$ cat config.mk
export PLATFORM = sky130hd
export DESIGN_NAME = rom_streamer
export DESIGN_NICKNAME = d
export VERILOG_FILES = /design/src/rtl/rom_streamer_pkg.sv /design/src/rtl/rom_stream_buf.sv /design/src/rtl/rom_streamer.sv
export SDC_FILE = /design/constraint.sdc
export NUM_CORES = 1
export LEC_CHECK = 0
export BUFFER_PORTS_ARGS = -buffer_cell sky130_fd_sc_hd__buf_2
export CAP_MARGIN = 25
export CORE_UTILIZATION = 50
export CTS_CLUSTER_DIAMETER = 150
export DETAILED_ROUTE_END_ITERATION = 10
export PLACE_DENSITY = 0.74
export SYNTH_ARGS = -nofsm -noshare
export SYNTH_HDL_FRONTEND = slang
export SYNTH_SLANG_ARGS = --single-unit
$ cat constraint.sdc
create_clock -name clk -period 2.9 [get_ports clk]
set_input_delay 0.145 -clock clk [delete_from_list [all_inputs] [get_ports clk]]
set_output_delay 0.145 -clock clk [all_outputs]
set_load 0.01 [all_outputs]
$ cat src/rtl/rom_streamer_pkg.sv
// rtl/rom_streamer_pkg.sv - shared types and constants for the ROM streamer
// Contents: FSM state encoding, output buffer depth, buffer entry layout.
// Optional feature macro used by the streamer: ROM_STREAMER_LOOP_EN.
package rom_streamer_pkg;

   typedef enum logic [1:0] {
      IDLE  = 2'd0,
      RUN   = 2'd1,
      DRAIN = 2'd2,
      DONE  = 2'd3
   } state_t;

   // Two entries: one word being presented plus one word landing from the ROM,
   // which is what sustains one word per cycle with a 1-cycle-latency ROM.
   localparam int BUF_DEPTH = 2;

   // Entry layout for the default 8-bit ROM; the buffer stores the same
   // {last, data} packing generically as a DW+1 bit vector.
   localparam int ENTRY_DW = 8;

   typedef struct packed {
      logic                last;
      logic [ENTRY_DW-1:0] data;
   } buf_entry_t;

endpackage

$ cat src/rtl/rom_stream_buf.sv
// rtl/rom_stream_buf.sv - 2-entry valid/ready FIFO with flush and occupancy
// Ports:
//   clk, rst_n        clock, asynchronous active-low reset
//   flush             synchronous clear of all entries (wins over write/read)
//   wr_en, wr_data    write side; writes are dropped when full and not reading
//   rd_data, rd_valid head entry and its valid flag
//   rd_ready          consumer accepts the head entry
//   occ               current number of stored entries
module rom_stream_buf
   import rom_streamer_pkg::*;
#(
   parameter int W = 9
) (
   input  logic         clk,
   input  logic         rst_n,
   input  logic         flush,
   input  logic         wr_en,
   input  logic [W-1:0] wr_data,
   output logic [W-1:0] rd_data,
   output logic         rd_valid,
   input  logic         rd_ready,
   output logic [1:0]   occ
);

   logic [W-1:0] mem [BUF_DEPTH];
   logic         wr_ptr;
   logic         rd_ptr;
   logic [1:0]   count;
   logic         do_rd;
   logic         do_wr;

   assign rd_valid = (count != 2'd0);
   assign rd_data  = mem[rd_ptr];
   assign occ      = count;
   assign do_rd    = rd_valid && rd_ready;
   // When full, a write may only land in the slot being freed by this cycle's read.
   assign do_wr    = wr_en && ((count != 2'(BUF_DEPTH)) || do_rd);

   always_ff @(posedge clk or negedge rst_n) begin
      if (!rst_n) begin
         mem[0] <= '0;
         mem[1] <= '0;
         wr_ptr <= 1'b0;
         rd_ptr <= 1'b0;
         count  <= 2'd0;
      end else if (flush) begin
         wr_ptr <= 1'b0;
         rd_ptr <= 1'b0;
         count  <= 2'd0;
      end else begin
         if (do_wr) begin
            mem[wr_ptr] <= wr_data;
            wr_ptr      <= ~wr_ptr;
         end
         if (do_rd) begin
            rd_ptr <= ~rd_ptr;
         end
         count <= count + {1'b0, do_wr} - {1'b0, do_rd};
      end
   end

endmodule

$ cat src/rtl/rom_streamer.sv
// rtl/rom_streamer.sv - walks a ROM address range and streams the words out
// Ports:
//   clk, rst_n                 clock, asynchronous active-low reset
//   start, start_addr, len     transfer request (sampled in IDLE); len=0 -> no data
//   abort                      cancel of the running transfer, no done pulse
//   busy, done                 transfer in progress / one-cycle completion pulse
//   rom_addr, rom_data         address to and data from a 1-cycle-latency ROM
//   out_data, out_valid,
//   out_ready, out_last        output stream, last marks the final word
// Optional feature: ROM_STREAMER_LOOP_EN repeats the range until aborted.
module rom_streamer
   import rom_streamer_pkg::*;
#(
   parameter int AW = 5,
   parameter int DW = 8
) (
   input  logic          clk,
   input  logic          rst_n,
   input  logic          start,
   input  logic [AW-1:0] start_addr,
   input  logic [AW:0]   len,
   input  logic          abort,
   output logic          busy,
   output logic          done,
   output logic [AW-1:0] rom_addr,
   input  logic [DW-1:0] rom_data,
   output logic [DW-1:0] out_data,
   output logic          out_valid,
   input  logic          out_ready,
   output logic          out_last
);

   state_t        state_q;
   state_t        state_d;
   logic [AW-1:0] addr_q;
   logic [AW:0]   remaining_q;
   logic          inflight_q;
   logic          inflight_last_q;
`ifdef ROM_STREAMER_LOOP_EN
   logic [AW-1:0] base_addr_q;
   logic [AW:0]   base_len_q;
`endif

   logic          running;
   logic          flush;
   logic          pop;
   logic [2:0]    pending;
   logic          issue;
   logic          last_issue;
   logic [1:0]    occ;
   logic [DW:0]   head;

   assign rom_addr   = addr_q;
   assign running    = (state_q == RUN) || (state_q == DRAIN);
   assign flush      = abort && running;
   assign pop        = out_valid && out_ready;
   // Words held or on their way from the ROM after this cycle; issuing only
   // while this is below two guarantees the buffer can never overflow.
   assign pending    = {1'b0, occ} + {2'b0, inflight_q} - {2'b0, pop};
   assign issue      = (state_q == RUN) && !abort && (pending < 3'd2);
   assign last_issue = issue && (remaining_q == (AW+1)'(1));

   rom_stream_buf #(.W(DW + 1)) u_buf (
      .clk      (clk),
      .rst_n    (rst_n),
      .flush    (flush),
      .wr_en    (inflight_q && !flush),
      .wr_data  ({inflight_last_q, rom_data}),
      .rd_data  (head),
      .rd_valid (out_valid),
      .rd_ready (out_ready),
      .occ      (occ)
   );

   assign out_data = head[DW-1:0];
   assign out_last = head[DW];

   always_comb begin
      state_d = state_q;
      busy    = 1'b0;
      done    = 1'b0;
      case (state_q)
         IDLE: begin
            if (start) begin
               state_d = (len == '0) ? DONE : RUN;
            end
         end
         RUN: begin
            busy = 1'b1;
            if (abort) begin
               state_d = IDLE;
            end else if (last_issue) begin
`ifdef ROM_STREAMER_LOOP_EN
               state_d = RUN;
`else
               state_d = DRAIN;
`endif
            end
         end
         DRAIN: begin
            busy = 1'b1;
            if (abort) begin
               state_d = IDLE;
            end else if (pop && out_last) begin
               state_d = DONE;
            end
         end
         DONE: begin
            done    = 1'b1;
            state_d = IDLE;
         end
         default: state_d = IDLE;
      endcase
   end

   always_ff @(posedge clk or negedge rst_n) begin
      if (!rst_n) begin
         state_q         <= IDLE;
         addr_q          <= '0;
         remaining_q     <= '0;
         inflight_q      <= 1'b0;
         inflight_last_q <= 1'b0;
`ifdef ROM_STREAMER_LOOP_EN
         base_addr_q     <= '0;
         base_len_q      <= '0;
`endif
      end else begin
         state_q         <= state_d;
         inflight_q      <= issue;
         inflight_last_q <= last_issue;
         if ((state_q == IDLE) && start && (len != '0)) begin
            addr_q      <= start_addr;
            remaining_q <= len;
`ifdef ROM_STREAMER_LOOP_EN
            base_addr_q <= start_addr;
            base_len_q  <= len;
`endif
         end else if (issue) begin
`ifdef ROM_STREAMER_LOOP_EN
            if (last_issue) begin
               addr_q      <= base_addr_q;
               remaining_q <= base_len_q;
            end else begin
               addr_q      <= addr_q + AW'(1);
               remaining_q <= remaining_q - (AW+1)'(1);
            end
`else
            addr_q      <= addr_q + AW'(1);
            remaining_q <= remaining_q - (AW+1)'(1);
`endif
         end
      end
   end

endmodule
After elaboration in Yosys (flattened, before gate mapping)
Cells that the tools add are included.
Word-level totals
  bits of input ports: 24
  output and inout bits: 17
  register bits: 37
Operators by class
  equal/unequal tests: 8
  $add $sub $neg: 6
  reduce and logical (&&, ||, !) cells: 25
  multiplexer cells: 24
  $lt $le $gt $ge: 4
  bitwise operators: 5
Operator list (count)
  $mux 9: 4
  $bwmux 18: 1
  $mux 2: 7
  $mux 6: 2
  $logic_and 1x1->1: 11
  $mux 5: 2
  $demux 9 s1: 1
  $pmux 2 s4: 1
  $reduce_bool 2->1: 4
  $eq 6x1->1 const B: 1
  $logic_not 6->1: 1
  $mux 1: 6
  $reduce_bool 6->1: 1
  $sub 6x1->6 const B: 1
  $add 5x1->5 const B: 1
  $eq 2x2->1 const B: 2
  $ge 2x2->1 const B: 2
  $ne 2x2->1 const B: 2
  $not 1->2: 2
  $add 2x1->3: 1
  $lt 3x2->1 const B: 1
  $ne 3x2->1 const B: 1
  $ne 3x3->1 const B: 1
  $not 1->1: 3
  other kinds (11): 13

Logic depth before layout (Yosys ltp)
Gate-level depths: netlist of run 1.
  depth in word-level cells: 9
  depth in mapped cells: 12
  gate-level depth less buffers: 11

Modules after synthesis
Synthesis of run 1 repeated with hierarchy kept, for this count alone.
Second synthesis, totals
  cell total of the unflattened synthesis: 171
  area total of the unflattened synthesis: 2049.5 µm²
By module, submodules not included
  rom_stream_buf: cells each 70, instances 1, area an instance 1042.2 µm²
  rom_streamer: cells each 101, instances 1, area an instance 1007.2 µm²

Worst setup path after synthesis of run 1
OpenSTA, ideal clock, no wires.
  path kind: reg2reg
  start: register u_buf.count[1] (netlist: u_buf.occ[1])
  end: register state_q[0]
  stages on the path, launching flop included: 12
  clock period less this slack: 2.643 ns
  arrival: 2.563 ns
  setup slack: 0.257 ns
  data required time: 2.821 ns
  cells stage by stage: dfrtp_1 > o21ai_0 > inv_1 > ha_1 > inv_1 > nand2_1 > fa_1 > xnor2_1 > and3_4 > nand3_2 > a222oi_1 > mux2i_1
Between the ends
  cells in the longest elaborated chain, start to end: 8
Ends and longest elaborated chain
  start: declaration: RTL line rom_stream_buf.sv:28  | logic [1:0] count;
  start signal: assignment: RTL line rom_stream_buf.sv:58  | count <= count + {1'b0, do_wr} - {1'b0, do_rd};
  branches (longest 7 deep; another with $add 2x1->3)
  $reduce_and 3->1 (no source line) (*)
  end signal: assignment: RTL line rom_streamer.sv:128  | state_q <= state_d;
  end: declaration: RTL line rom_streamer.sv:33  | state_t state_q;
Mark *: on every way between the ends.
A chain may end at the register's enable or synchronous reset.

Worst setup path in the final report of run 1
  start: register u_buf.count[1] (netlist: u_buf.occ[1])
  end: register remaining_q[3]
Between the ends
  cells in the longest elaborated chain, start to end: 6
Ends and longest elaborated chain
  branches (longest 2 deep; another with $add 2x1->3)
  $sub 3x1->3 (*): RTL line rom_streamer.sv:59  | assign pending = {1'b0, occ} + {2'b0, inflight_q} - {2'b0, pop};
  $lt 3x2->1 (*): RTL line rom_streamer.sv:60  | assign issue = (state_q == RUN) && !abort && (pending < 3'd2);
  $logic_and 1x1->1 (*): RTL line rom_streamer.sv:60
  $reduce_bool 2->1 (no source line) (*)
  end signal: assignment: RTL line rom_streamer.sv:133  | remaining_q <= len;
  end signal: assignment: RTL line rom_streamer.sv:149  | remaining_q <= remaining_q - (AW+1)'(1);
  end: declaration: RTL line rom_streamer.sv:36  | logic [AW:0] remaining_q;
Marks and branches as above.

==> summary.txt, run 1 <==
Outcome
  • Status: finished, final reports clean

Job
  • Max-Cap Viols: 0

Route
  • Vias/cell: about 5.2
  • Antenna viol nets, final: 0
  • M1 WL: ~1500 um
  • DRT Wirelength: between 3000 and 4000 um
  • Router iterations before antenna repair: 4
  • DR WL/cell: 13.7 um
  • Total vias in the final route: ~1400
  • DR WL met2: about 1800 um
  • WL met3: 178 um
  • Starting DRT DRC Count: 40
  • # DRC: 0
  • Top sig layer: met4

Setup path
  • Worst Path Arrival: 2.84 ns
  • CP Cell Sequence: o21ai_2, inv_1, ha_1, inv_1, nand2_1, fa_1, xnor2_1, and3_4, buf_4, nor4b_2, xnor2_1, o21ai_1
  • Crit start category: register
  • Critical path required time: between 3 and 4 ns
  • Top Family by Delay on Critical Path: adder cells
  • Crit path max fanout: 13
  • Crit Path Category: reg -> reg
  • Slowest cell on the critical path: dfrtp_1
  • Crit end category: register
  • CP bufs+invs: 3
  • Flop-to-flop setup slack: between 0.2 and 0.25 ns
  • Crit path depth: 12
  • R2r worst-path depth: 12
  • R2r startpoint: u_buf.occ[1]
  • Max incr delay on CP: between 0.4 and 0.5 ns
  • Worst Setup SP: u_buf.occ[1]
  • Worst Setup EP: remaining_q[3]
  • FF-to-FF End: remaining_q[3]

Power and ir drop
  • Pleak: approximately 1.1 nW
  • Final Total Pwr: 2.50 mW
  • Pwr/cell area: about 1100 nW/um^2
  • Worst vdd ir: around 0.6 mV

Final layout
  • NumNets Final: 248
  • FF/Latch Area: about 900 um^2
  • Finished Cell Area: around 2300 um^2
  • Fill count: a little over 300
  • Layout area overhead: 21.6%
  • Final instance count without filler cells: between 200 and 300
  • Share of cells above drive strength 1: 40.4%
  • Diode count: 0
  • Most common cell after layout, fill and taps aside: buf_2
  • Area of the multi-input gates: 943 um^2
  • Most frequent cells in the layout: buf_2 (40), dfrtp_1 (37), mux2_2 (25), nand2_1 (15)

STA
  • Setup Skew: 0.00709 ns
  • Final Hold Fails: 0
  • Setup TNS: 0 ns
  • Final Max Slew Viols: 0
  • RSZ-0062 raised after global routing: no
  • Achievable Freq: about 370 MHz
  • Worst-Margin Slew: approximately 0.79 ns
  • Worst Setup Slack, final: 0.201 ns
  • Tmin final: 2.70 ns
  • Final setup violating endpoints: 0
  • Worst rel slew slack: between 40% and 50%
  • Period utilization: roughly 93%

CTS
  • CTS H-tree lvls: 2
  • CTS Buf Count: 5
  • # clock sinks: 37
  • Worst-skew pair later-pin latency: 0.29 ns
  • Root buffer cell: clkbuf_8
  • Max Root-Sink Buffers: 2
  • TritonCTS clock tree: done
  • CTS clock-pin slew for the worst setup and hold paths: 0.07 ns

Floorplan
  • Die height: between 60 and 70 um
  • Initial Util: 52.5%
  • Io pins: 41
  • Num rows: 22
  • Die Footprint: between 4000 and 5000 um^2
  • Core area: about 3700 um^2
  • Die X: approximately 64 um

GRT
  • Initial antenna violation count: 0
  • Vias in the first global route: ~1400
  • Largest net degree at the start of global routing: 38
  • Tot GR Track Use: 19.4%
  • First-pass GRT wire length: approximately 6100 um
  • GRT overflow: 0

Yosys
  • FFs w/ async S/R, synth: 100%
  • Post-synth EDFFs: 0
  • Synth warnings: 0
  • Mapped Cells: about 170
  • Seq cells post-synth: 37
  • Sequential share of the synthesized area: about half
  • Post-synth net total: about 200
  • Post-synthesis cell type count: 35
  • Top FF cell, synth: dfrtp_1
  • Syn avg cell area: ~12 um^2
  • Synthesized cell area: between 1500 and 2000 um^2

Place
  • Placed Instances: around 250
  • Post-detail-place hpwl: around 2700 um
  • Routability cong.: 0.856
  • Pre-CTS setup slack: -0.0180 ns
  • IO Port Bufs: 40
  • Area after DPL: around 2200 um^2

Min path
  • HP Class: in -> reg
## tightest hold or removal path: stages
cell and delay, ns:
buf_2 0.07, nand2_1 0.04, o21ai_1 0.05
## metal layers
layer  track usage (%)  vias to the layer above
met1              23.1                      667
met2              34.0                       40
met3              5.54                        4
met5                 0                        -
li1                  -                      657
met4              5.11                        0
## per-stage QoR
| step | hold slack (ns) | util, % |
|---|---|---|
| final | 0.0615 | 63.8 |
| after floorplan | -0.151 | - |
| after global routing | 0.0780 | 63.8 |
| after global placement | 0.265 | 59.3 |
| after detailed placement | 0.285 | 59.3 |
| after CTS | 0.0543 | 63.5 |
## flip-flops by register name, indices dropped and copies added, names as in the netlist
signal,count
u_buf.mem,18
remaining_q,6
rom_addr,5
state_q,2
u_buf.occ,2
inflight_last_q,1
inflight_q,1
u_buf.rd_ptr,1
u_buf.wr_ptr,1
## power breakdown
group	switching, mW	internal, mW
Clock	0.187	0.346
Combinational	0.504	0.532
Sequential	0.194	0.738
Total	0.884	1.62
## layout make-up
class	instances	area share (%)
Multi-Input combinational cell	113	40.4
Sequential cell	37	39.6
Clock buffer	5	2.94
Tap cell	48	2.57
Inverter	12	1.93
Clock inverter	3	2.94
Timing Repair Buffer	43	9.64
## how the worst min path moves through the flow
stage,cells after the start,to,start,slack [ns]
2_1_floorplan,0,inflight_last_q,rst_n,-0.15
3_3_place_gp,1,remaining_q[5],rst_n,0.26
3_5_place_dp,1,state_q[1],rst_n,0.29
4_1_cts,3,rom_addr[2],start_addr[2],0.05
5_1_grt,3,rom_addr[0],start_addr[0],0.08
6_report,3,rom_addr[2],start_addr[2],0.06
## logic make-up after synthesis
kind of cell	synth area share (%)
buffers and inverters	3.26
adders and majority gates	8.20
and+or+nand+nor	11.4
DFF	48.2
xor gates and xnor gates	5.47
muxes	18.0
AOI/OAI and AO/OA	5.53
## what timing repair did
action	CTS	global route
setup endpoints to repair	1	4
resized for setup	1	2
hold buffers	1	0
hold endpoints to repair	37	0
buffers inserted	0	1
pin swaps	0	1
## cell usage after synthesis (all sizes together), types with 2 or more instances
cell type	count	share of area, %
mux2i	3	1.6
nor3	2	0.78
xor2	6	2.7
ha	11	7.2
nand3	6	1.8
xnor2	6	2.7
nor2	5	1.2
o21ai	13	3.4
inv	12	2.3
nor2b	2	0.78
mux2	28	16
nand4	2	0.65
dfrtp	37	48
nand2	16	3.3
buf	3	0.91
a21oi	3	0.78
(Power assumes the default switching activity.)
==> run 2: changes to the inputs <==
Settings changed: ABC_AREA set to 1, PLACE_DENSITY 0.74 to 0.73.
==> run 2 against run 1 <==
Against the previous run: wire length up 9.7%; core utilization decreased by 3.8 points; worst setup slack improved by 0.31 ns; critical path type unchanged; combinational power about the same; highest routed layer unchanged; largest power group unchanged.
==> summary.txt, run 2 <==
Setup path
  • Max incr delay on CP: 0.49 ns (+0.04 ns)
  • Crit start category: register
  • Crit path max fanout: 9 (-4)
  • CP most frequent cell: nand2_1
  • Critical path required time: 3.07 ns (+0.02 ns)
  • Slowest cell on the critical path: fa_1
  • Crit Path Category: reg -> reg
  • Worst Path Arrival: 2.56 ns (-0.28 ns)
  • CP Cell Sequence: nor2_1, nor2_4, ha_1, inv_1, nand2_1, fa_1, nand3_1, inv_1, nand2_1, nand2_2, inv_2, nand2_1, nand3_1
  • Crit end category: register

CTS
  • # clock sinks: 37 (unchanged)
  • CTS clock-pin slew for the worst setup and hold paths: 0.08 ns (about the same)
  • Max Root-Sink Buffers: 2 (unchanged)
  • Post-CTS setup buffers: 0 (unchanged)
  • CTS H-tree lvls: 2 (unchanged)
  • Root buffer cell: clkbuf_8
  • Worst-skew pair later-pin latency: 0.29 ns (about the same)
  • TritonCTS clock tree: done
  • Post-CTS sizing: 0 (-1)
  • CTS Buf Count: 5 (unchanged)

Power and ir drop
  • Sequential group share of total power: 39.2% (+1.9 points)
  • Switching power: 1.00 mW (+14%)
  • Worst vdd ir: 0.452 mV (-24%)
  • Combinational share of power: 45.7% (+4.3 points)
  • Pwr/cell area: 969 nW/um^2 (-9.4%)
  • Internal: 1.32 mW (-18%)
  • Pleak: 1.34 nW (+18%)
  • Switching share of power: 43.2% (+7.8 points)
  • Clock share of power: 15.1% (-6.2 points)

STA
  • Worst-Margin Slew: 0.839 ns (+0.0450 ns)
  • Final Max Slew Viols: 0 (unchanged)
  • Setup Skew: 0.00634 ns (-0.000754 ns)
  • Worst rel slew slack: 44.1% (-3.0 points)
  • Worst Setup Slack, final: 0.512 ns (+0.310 ns)
  • Period utilization: 82.4% (-11 points)
  • Achievable Freq: 419 MHz (+13%)
  • Setup TNS: 0 ns (unchanged)
  • Tmin final: 2.39 ns (-0.310 ns)
  • RSZ-0062 raised after global routing: no
  • Hold Slack: 0.0419 ns (-0.0196 ns)
  • Final setup violating endpoints: 0 (unchanged)
  • Final Hold Fails: 0 (unchanged)

Route
  • DR WL/cell: 10.9 um (-21%)
  • # DRC: 0 (unchanged)
  • Vias/cell: 4.85 (-7.5%)
  • Total vias in the final route: 1750 (+28%)
  • DRT Wirelength: 3930 um (+9.7%)
  • Starting DRT DRC Count: 112 (+180%)
  • Router iterations before antenna repair: 4 (unchanged)
  • Antenna viol nets, final: 0 (unchanged)

GRT
  • Vias in the first global route: 1624 (+19%)
  • GRT overflow: 0 (unchanged)
  • Largest net degree at the start of global routing: 38 (unchanged)
  • Initial antenna violation count: 0 (unchanged)
  • Tot GR Track Use: 21.0% (+1.6 points)
  • First-pass GRT wire length: 6840 um (+13%)

Yosys
  • Mapped Cells: 266 (+61%)
  • Sequential share of the synthesized area: 44.7% (-3.5 points)
  • Syn avg cell area: 7.79 um^2 (-33%)
  • Synthesized cell area: 2070 um^2 (+7.9%)
  • Post-synth EDFFs: 0 (unchanged)
  • Top cells by area, synth: dfrtp_1 (45%), nand2_1 (17%), ha_1 (6.6%)
  • FFs w/ async S/R, synth: 100% (unchanged)
  • Top FF cell, synth: dfrtp_1
  • Leading area contributor after synthesis: dfrtp_1
  • Seq cells post-synth: 37 (unchanged)
  • Post-synth top cells: nand2_1 (93), dfrtp_1 (37), inv_1 (34), o21ai_0 (24), nand3_1 (17)
  • Synth warnings: 0 (unchanged)
  • Post-synth net total: 302 (+50%)
  • Post-synthesis cell type count: 26 (-26%)
  • Top-area cell type share of the netlist area: 44.7% (-3.5 points)
  • Count leader, synth: nand2_1

Final layout
  • Share of cells above drive strength 1: 20.6% (-20 points)
  • Reg with most FFs: u_buf.mem
  • Diode count: 0 (unchanged)
  • Most common cell after layout, fill and taps aside: nand2_1
  • Fill count: 385 (+27%)
  • Final instance count without filler cells: 361 (+38%)
  • Layout area overhead: 15.8%
  • NumNets Final: 346 (+40%)
  • Max reg flops: 18 (unchanged)
  • Most frequent cells in the layout: nand2_1 (93), buf_2 (40), dfrtp_1 (37), inv_1 (34), o21ai_0 (24)

Place
  • Post-detail-place hpwl: 2870 um (+6.4%)
  • Placed Instances: 352 (+40%)
  • IO Port Bufs: 40 (unchanged)
  • Pre-CTS setup slack: 0.530 ns (+0.548 ns)
  • Routability cong.: 0.833 (-2.7%)

Floorplan
  • Num rows: 23 (+4.5%)
  • Die Footprint: 4410 um^2 (+7.6%)
  • Core area: 4000 um^2 (+9.3%)
  • Io pins: 41 (unchanged)
  • Initial Util: 51.8% (-0.67 points)
  • Die height: 66.4 um (+3.8%)
  • Die X: 66.4 um (+3.8%)

Min path
  • HP Class: in -> reg

Outcome
  • Status: finished, final reports clean

Job
  • Max-Cap Viols: 0 (unchanged)
==> run 2: cell types whose count changed after synthesis, sizes merged, moves of 11 or more <==
| cell | previous run | this run |
|---|---|---|
| o21ai | 13 | 26 |
| nor2 | 5 | 16 |
| mux2 | 28 | 0 |
| inv | 12 | 37 |
| nand3 | 6 | 19 |
| nand2 | 16 | 99 |
==> run 2: final timing paths <==
kind	from	slack [ns]	depth (start not counted)	endpoint
worst max-delay path	u_buf.occ[1]	0.51	13	rom_addr[2]
worst min-delay path	abort	0.04	2	u_buf.occ[1]
worst max register to register	u_buf.occ[1]	0.51	13	rom_addr[2]
worst min register to register	u_buf.mem[17]	0.48	2	u_buf.mem[17]
max in group asynchronous	rst_n	1.88	2	rom_addr[0]
min in group asynchronous	rst_n	0.49	2	u_buf.occ[0]
==> run 2: cell families (layout without fill, tap and decap cells) <==
kind of cell / Yosys count / after routing / share of synthesized area (%)
AND/OR/NAND/NOR: 136 / 136 / 28.6
buffers and inverters: 42 / 87 / 8.27
flip-flops: 37 / 37 / 44.7
AO/OA/AOI/OAI: 32 / 32 / 7.91
adder cells (fa/ha/maj): 12 / 12 / 7.60
XOR/XNOR: 7 / 7 / 2.96
==> run 2: cell type report <==
class	count	area, um^2	share of cell area, %
multi-input combinational	187	976	40.6
sequential	37	926	38.6
clock inverter	2	10.0	0.417
tap	50	62.6	2.61
clock buffer	6	72.6	3.02
inverter	38	144	5.99
timing repair buffer	41	210	8.75
==> run 2: timing repair <==
action                                  in CTS  in global routing
hold buffers                                 1                  0
endpoints found under the setup margin       0                  0
endpoints found under the hold margin       37                  0
==> run 2: layer usage <==
layer | vias to the layer above | wire length (um) | global-route usage (%)
met1 | 795 | 1850 | 25.6
met4 | 0 | 57 | 7.98
met2 | 39 | 1870 | 36.4
li1 | 909 | - | -
met5 | - | 0 | 0
met3 | 7 | 157 | 4.14
==> run 2: critical path: cells and delay by family, from the launching register on <==
kind	cells	cell delay (ns)
and+or+nand+nor	8	0.79
adders and majority gates	2	0.76
buffers and inverters	3	0.25
DFF	1	0.46
==> run 2: power groups by stage <==
| stage | Clock [mW] | Sequential (mW) | Combinational [mW] |
|---|---|---|---|
| after floorplan | 0 | 0.876 | 0.818 |
| after global routing | 0.379 | 0.951 | 1.24 |
| after CTS | 0.360 | 0.914 | 1.08 |
| after global placement | 0 | 0.916 | 1.04 |
| after detailed placement | 0 | 0.925 | 1.07 |
| final | 0.352 | 0.912 | 1.06 |
==> run 2: per-stage QoR <==
step / instance area [um^2] / power, mW / utilization [%]
6_report: 2400 / 2.33 / 60.0
5_1_grt: 2400 / 2.57 / 60.0
4_1_cts: 2400 / 2.35 / 60.0
3_5_place_dp: 2310 / 1.99 / 57.7
3_3_place_gp: 2310 / 1.96 / 57.7
2_1_floorplan: 2070 / 1.69 / -
